`config.mk`:
```
export PLATFORM = sky130hd
export DESIGN_NAME = ri_type
export DESIGN_NICKNAME = d
export VERILOG_FILES = /design/src/rtl/ri_type_pkg.sv /design/src/rtl/ri_abs_diff.sv /design/src/rtl/ri_type.sv
export SDC_FILE = /design/constraint.sdc
export NUM_CORES = 1
export LEC_CHECK = 0
export ABC_AREA = 1
export BUFFER_PORTS_ARGS = -buffer_cell sky130_fd_sc_hd__buf_2
export CAP_MARGIN = 20
export CELL_PAD_IN_SITES_DETAIL_PLACEMENT = 0
export CELL_PAD_IN_SITES_GLOBAL_PLACEMENT = 1
export CORE_MARGIN = 4
export CORE_UTILIZATION = 25
export DETAILED_ROUTE_END_ITERATION = 10
export PLACE_DENSITY_LB_ADDON = 0.1
export SLEW_MARGIN = 10
export SYNTH_ARGS = -nofsm -noshare
export SYNTH_HDL_FRONTEND = slang
export SYNTH_SLANG_ARGS = --single-unit
```
`constraint.sdc`:
```
create_clock -name clk -period 1 [get_ports clk]
set_clock_uncertainty 0.15 [all_clocks]
set_input_delay 0.3 -clock clk [delete_from_list [all_inputs] [get_ports clk]]
set_output_delay 0.3 -clock clk [all_outputs]
set_load 0.01 [all_outputs]
```
`src/rtl/ri_type_pkg.sv`:
```
// Shared constants for the run-interruption type block: mode encodings and
// default sample/mode widths.
package ri_type_pkg;

   localparam int PIXEL_LENGTH_DEF = 8;
   localparam int MODE_LENGTH_DEF  = 2;

   // Encoding 3 is reserved and decodes the same as a non-RI mode.
   localparam logic [1:0] MODE_REGULAR = 2'd0;
   localparam logic [1:0] MODE_RUN     = 2'd1;
   localparam logic [1:0] MODE_RI      = 2'd2;

endpackage

```
`src/rtl/ri_abs_diff.sv`:
```
// Combinational neighbour compare: a>b flag plus the "close enough" flag.
// Build macro RI_TYPE_NEAR_EN selects |a-b| <= NEAR; otherwise exact a == b.
module ri_abs_diff #(
   parameter int PIXEL_LENGTH = 8,
   parameter int NEAR         = 0
) (
   input  logic [PIXEL_LENGTH-1:0] i_a,
   input  logic [PIXEL_LENGTH-1:0] i_b,
   output logic                    o_a_gt_b,
   output logic                    o_near
);

   assign o_a_gt_b = (i_a > i_b);

`ifdef RI_TYPE_NEAR_EN
   // One extra bit keeps the magnitude exact at the extremes (0 vs max).
   logic [PIXEL_LENGTH:0] w_abs;

   assign w_abs  = o_a_gt_b ? ({1'b0, i_a} - {1'b0, i_b})
                            : ({1'b0, i_b} - {1'b0, i_a});
   assign o_near = (32'(w_abs) <= NEAR);
`else
   assign o_near = (i_a == i_b);
`endif

endmodule

```
`src/rtl/ri_type.sv`:
```
// Run-interruption type decision: registers RIType and the a>b sign flag one
// cycle after each valid sample. Near-lossless test enabled by RI_TYPE_NEAR_EN.
module ri_type
   import ri_type_pkg::*;
#(
   parameter int PIXEL_LENGTH = PIXEL_LENGTH_DEF,
   parameter int MODE_LENGTH  = MODE_LENGTH_DEF,
   parameter int NEAR         = 0
) (
   input  logic                    clk,
   input  logic                    rst_n,
   input  logic                    in_valid,
   input  logic [PIXEL_LENGTH-1:0] a,
   input  logic [PIXEL_LENGTH-1:0] b,
   input  logic [MODE_LENGTH-1:0]  mode,
   output logic                    out_valid,
   output logic                    RIType,
   output logic                    a_b_compare
);

   logic w_a_gt_b;
   logic w_near;
   logic w_is_ri;
   logic r_out_valid;
   logic r_ritype;
   logic r_a_b_compare;

   ri_abs_diff #(
      .PIXEL_LENGTH (PIXEL_LENGTH),
      .NEAR         (NEAR)
   ) u_abs_diff (
      .i_a      (a),
      .i_b      (b),
      .o_a_gt_b (w_a_gt_b),
      .o_near   (w_near)
   );

   assign w_is_ri = (mode == MODE_LENGTH'(MODE_RI));

   // Results only update on a valid sample; idle cycles hold the last decision.
   always_ff @(posedge clk or negedge rst_n) begin
      if (!rst_n) begin
         r_out_valid   <= 1'b0;
         r_ritype      <= 1'b0;
         r_a_b_compare <= 1'b0;
      end else begin
         r_out_valid <= in_valid;
         if (in_valid) begin
            r_ritype      <= w_is_ri & w_near;
            r_a_b_compare <= w_is_ri & w_a_gt_b;
         end
      end
   end

   assign out_valid   = r_out_valid;
   assign RIType      = r_ritype;
   assign a_b_compare = r_a_b_compare;

endmodule

```
==> metrics, run 1 <==
status=finished, violations left; failing checks=negative setup slack; Power Dens Cells=817 nW/um^2; First DRT Iteration DRCs=0; Final #Nets=110; FF-to-FF path depth=4; first-pass GRT wire length=1270 um; FF+latch area=75.1 um^2; Num CTS Buffers=3; Initial Util=28.2%; Multi-input gate area=342 um^2; HP Class=input pin to register; CTS tree=yes; slowest cell delay on critical path=0.37 ns; clock period minus worst slack=1.20 ns; CP endpoint kind=output pin; CTS Root Buffer Type=clkbuf_4; I/O pins=24; DRC Markers=0; slowest stage cell, crit path=dfrtp_1; largest net degree at the start of global routing=4; Avg WL per Cell=9.50 um; # diodes=0; clock network power share=36.4%; via count=377; fmax=0.837 GHz; CP Buf/Inv Count=1; Arrival @ worst endpoint=0.75 ns; Total Power=0.599 mW; switch share=29.9%; Avg Vias per Cell=4.01; Max Cap Viol=0; Seq/Total Area, Yosys=22.7%; WS Path Type=register to output pin; syn nets=78; Fill cells=102; commonest non-fill, non-tap cell in the layout=buf_2; CTS H-tree lvls=1; final wirelength=893 um; Synth Register Bits=3; Die Y-Extent=44.4 um; vias in the first global route=358; WL met3=55 um; Hold Fails Final Rpt=0; Tot GR Track Use=9.14%; Core ar.=1170 um^2; cell family with most CP delay=flip-flops; setup TNS=-0.647 ns; Worst Tran Pin Value=0.116 ns; commonest non-fill, non-tap cells in the layout=14 x buf_2, 12 x nand2_1, 8 x ha_4, 8 x buf_6; GP Congestion=0.697; post-synthesis cell area=330 um^2; CP Depth=1; DP HPWL=623 um; Rows=12; DR top layer=met4; die area=1970 um^2; IO buf count=23; P&R area growth vs syn=122%; cell breakdown of the critical path=buf_2; Setup violations, final=5; Detail Route Antenna Nets=0; Synth Warn #=0; crit share post-route=120%; worst setup margin=-0.195 ns; syn avg cell area=6.74 um^2; CP max FO=2; met2 routed WL=503 um; TritonCTS sink count=3; M1 wire length=320 um; post-synth cell types=9; clock slew at reported path FFs=0.04 ns; CTS max path bufs=2; internal power=0.420 mW; Clock Latency Late Sink=0.23 ns; initial antenna violation count=0; Slew Viols, Final=0; Lkg Pwr=0.375 nW; Comb pwr share=42.2%; layout cells sized above 1=66.3%; peak supply drop=0.527 mV; Final Util=62.6%; TritonRoute pass-1 iters=1; RSZ-0062 raised after global routing=yes; die width=44.4 um; startpoint types=register; Rel. slew slack=92.2%; gr ovfl total=0; NetSw=0.179 mW; sequential share of power=21.4%; hold path depth=1; WP data required=0.55 ns; cells after synthesis=49
[cell usage after synthesis (all sizes together)]
master	instances	share of area [%]
a21oi	3	4.5
nand2	16	18
ha	8	30
a21o	1	2.7
inv	12	14
o21ai	1	1.5
dfrtp	3	23
nor2	5	6.4
[power by group through the flow]
stage	Clock (mW)	Combinational, mW	Sequential (mW)
detailed placement	0	0.173	0.130
global placement	0	0.171	0.130
finish	0.218	0.253	0.128
CTS	0.210	0.218	0.128
floorplan	0	0.0942	0.133
global route	0.243	0.281	0.128
[sequential cells by signal (all words and copies together), names as in the netlist]
name	count
RIType	1
a_b_compare	1
out_valid	1
[metal layers]
layer  vias up  global-route usage (%)
met5         -                       0
met4         0                    9.04
met3         2                    1.63
met2        15                    17.2
met1       150                    7.75
li1        210                       -
[final timing paths]
| kind | startpoint | end | slack, ns |
|---|---|---|---|
| min in group asynchronous | rst_n | out_valid | 0.25 |
| min reg2reg | a_b_compare | a_b_compare | 0.32 |
| min | in_valid | out_valid | 0.04 |
| max | RIType | RIType | -0.20 |
| max in group asynchronous | rst_n | RIType | 0.34 |
| max reg2reg | RIType | RIType | 0.01 |
[stage by stage]
| step | area, um^2 | hold WS (ns) | instances | setup slack [ns] |
|---|---|---|---|---|
| after floorplan | 423 | -0.146 | 49 | -0.193 |
| after global placement | 563 | -0.0511 | 87 | -0.398 |
| after detailed placement | 563 | -0.0533 | 87 | -0.421 |
| after CTS | 659 | 0.0433 | 93 | -0.176 |
| after global routing | 733 | 0.0340 | 94 | -0.217 |
| final | 733 | 0.0365 | 94 | -0.195 |
[kinds of logic after synthesis]
| family | synth area share, % |
|---|---|
| flip-flops | 22.7 |
| AO/OA/AOI/OAI | 8.71 |
| buffers and inverters | 13.6 |
| adder cells (fa/ha/maj) | 30.3 |
| AND/OR/NAND/NOR | 24.6 |
[final cells by class]
class	count	share of cell area (%)
multi-input combinational	34	46.6
inverter	12	8.87
timing repair buffer	27	28.3
clock buffer	4	3.58
sequential	3	10.2
tap	14	2.39
[timing repair]
item                                   in CTS  in global routing
pin swaps                                   7                 18
endpoints found under the hold margin       3                  0
setup endpoints to repair                   5                  5
setup buffers                               1                  1
hold buffers                                1                  0
resized for setup                          13                 12
Note: power is estimated with default switching activity, not from simulation.
==> inputs of run 2 (changes only) <==
ABC_AREA = default   (was 1)
CORE_AREA = 4 4 41 43   (was default)
CORE_MARGIN = default   (was 4)
CORE_UTILIZATION = default   (was 25)
DIE_AREA = 0 0 45 47   (was default)
TNS_END_PERCENT = 5   (was default)
==> run 2 against run 1 <==
Compared with the run above: the run still ends with negative setup slack left; power decreased by 13%; count of clock-buffer cells in the layout unchanged; non-clock buffer count decreased by 1; largest power group is now clock.
==> metrics, run 2 <==
DRC Markers=0; P&R area growth vs syn=85.8%; I/O pins=24; non-filler cells, final=81; simple-gate portion of the synthesized area=12.6%; cell breakdown of the critical path=buf_8 -> inv_12 -> ha_4 -> nor2b_4 -> o211ai_1 -> a21oi_1 -> o21a_1; WHS=0.163 ns; Setup Buffers After CTS=0; GP Congestion=0.643; syn nets=65; ranking of synthesized cells by area=ha_1 31%, dfrtp_1 24%, inv_1 12%; most numerous cell in the Yosys netlist=inv_1; Setup violations, final=5; Final #Nets=96; Yosys top cell area share=31.5%; Power Dens Cells=879 nW/um^2; Avg Vias per Cell=4.33; Max Cap Viol=0; slowest cell delay on critical path=0.22 ns; slowest stage cell, crit path=ha_4; startpoint types=input pin; post-synthesis compound-gate area fraction=20.5%; largest family of logic cells by synthesized area=adder cells; Synth Register Bits=3; Rows=13; WS Path Type=input pin to register; CTS max path bufs=2; mux share of post-synthesis cell area=0%; cell family with most CP delay=compound AO/OA/AOI/OAI gates; first-pass GRT wire length=1310 um; Worst Tran Pin Value=0.189 ns; die area=2120 um^2; Adder-Cell Fraction of Synth Area=31.5%; TritonRoute pass-1 iters=2; status=finished, violations left; HP Class=input pin to register; syn avg cell area=8.83 um^2; Clock Latency Late Sink=0.23 ns; layout cells sized above 1=57.6%; TritonCTS sink count=3; vias in the first global route=363; crit share post-route=120%; CP Buf/Inv Count=2; WP data required=0.97 ns; clock period minus worst slack=1.20 ns; worst setup margin=-0.204 ns; Tot GR Track Use=9.10%; largest net degree at the start of global routing=4; First DRT Iteration DRCs=3; Top FF cell, synth=dfrtp_1; Core ar.=1300 um^2; Placement Cell Area=492 um^2; fmax=0.830 GHz; CP endpoint kind=register; xor/xnor share of the synthesized area=0%; Num CTS Buffers=3; post-route cell area=591 um^2; die width=45 um; via count=351; Slew Viols, Final=0; RSZ-0062 raised after global routing=yes; IO buf count=23; Avg WL per Cell=10.7 um; Hold Fails Final Rpt=0; Arrival @ worst endpoint=1.17 ns; met2 usage=16.7%; Post-synth EDFFs=0; post-synth top area cell=ha_1; initial antenna violation count=0; peak supply drop=0.580 mV; Total Power=0.519 mW; clock slew at reported path FFs=0.03 ns; # diodes=0; CTS Root Buffer Type=clkbuf_4; Initial Util=24.4%; final wirelength=867 um; M3 GR Usage=2.30%; DP HPWL=698 um; Detail Route Antenna Nets=0; cells after synthesis=36; CP max FO=2; Synth async-reset ratio=100%; Die Y-Extent=47 um; commonest non-fill, non-tap cells in the layout=22 x buf_2, 8 x inv_1, 4 x ha_4, 4 x ha_1; Seq/Total Area, Yosys=23.6%; commonest non-fill, non-tap cell in the layout=buf_2; routing usage on met1=8.68%; dpl cells=76; gr ovfl total=0; post-synthesis cell area=318 um^2; post-synth cell types=16; CTS H-tree lvls=1; Lkg Pwr=0.308 nW; Synth Warn #=0; leading cell types by count after synthesis=10 x inv_1, 8 x ha_1, 3 x a21oi_1, 3 x dfrtp_1; Rel. slew slack=87.4%; failing checks=negative setup slack; GRT Max-Usage Layer=met2; CTS tree=yes
run 2: cell families (layout without fill, tap and decap cells):
family                     count (synthesis)  count (layout)
buffers and inverters                     10              40
AOI/OAI and AO/OA                          9               9
adders and majority gates                  8               8
and+or+nand+nor                            6               6
DFF                                        3               3
run 2: metal layers:
layer | vias up | routed length [um]
met2 | 13 | 464
met4 | 0 | 0
met3 | 0 | 72
li1 | 185 | -
met5 | - | 0
met1 | 153 | 330
run 2: power by group:
part           switching (mW)  total [mW]  internal (mW)
combinational          0.0808       0.184          0.103
sequential            0.00180       0.129          0.127
clock                  0.0572       0.206          0.149
run 2: area by class of cell:
class | instances | area [um^2]
fill | 144 | 711
multi-input combinational | 23 | 270
timing repair buffer | 26 | 150
sequential | 3 | 75.1
inverter | 10 | 50.0
clock buffer | 4 | 26.3
tap | 15 | 18.8
run 2: final timing paths:
check	from	end	cells after the start	slack (ns)
max in group asynchronous	rst_n	RIType	2	0.34
worst max register to register	a_b_compare	a_b_compare	2	0.15
worst min register to register	RIType	RIType	2	0.36
worst min-delay path	in_valid	out_valid	2	0.16
min in group asynchronous	rst_n	a_b_compare	2	0.25
worst max-delay path	b[1]	a_b_compare	7	-0.20
run 2: through the flow:
step	worst slack [ns]	setup TNS (ns)	util, %
after floorplan	-0.320	-0.557	-
after global placement	-0.536	-0.979	37.8
after detailed placement	-0.565	-0.992	37.8
after CTS	-0.206	-0.867	44.8
after global routing	-0.256	-1.05	45.4
final	-0.204	-0.812	45.4
run 2: worst reg2reg max path: cells and delay by family, from the launching register on:
family | cells | cell delay (ns)
flops | 1 | 0.37
compound gates | 2 | 0.22
run 2: timing repair:
item / CTS / global route
resized for setup: 8 / 1
pin swaps: 6 / 1
endpoints found under the hold margin: 3 / 0
hold buffers: 1 / 0
setup endpoints to repair: 5 / 5
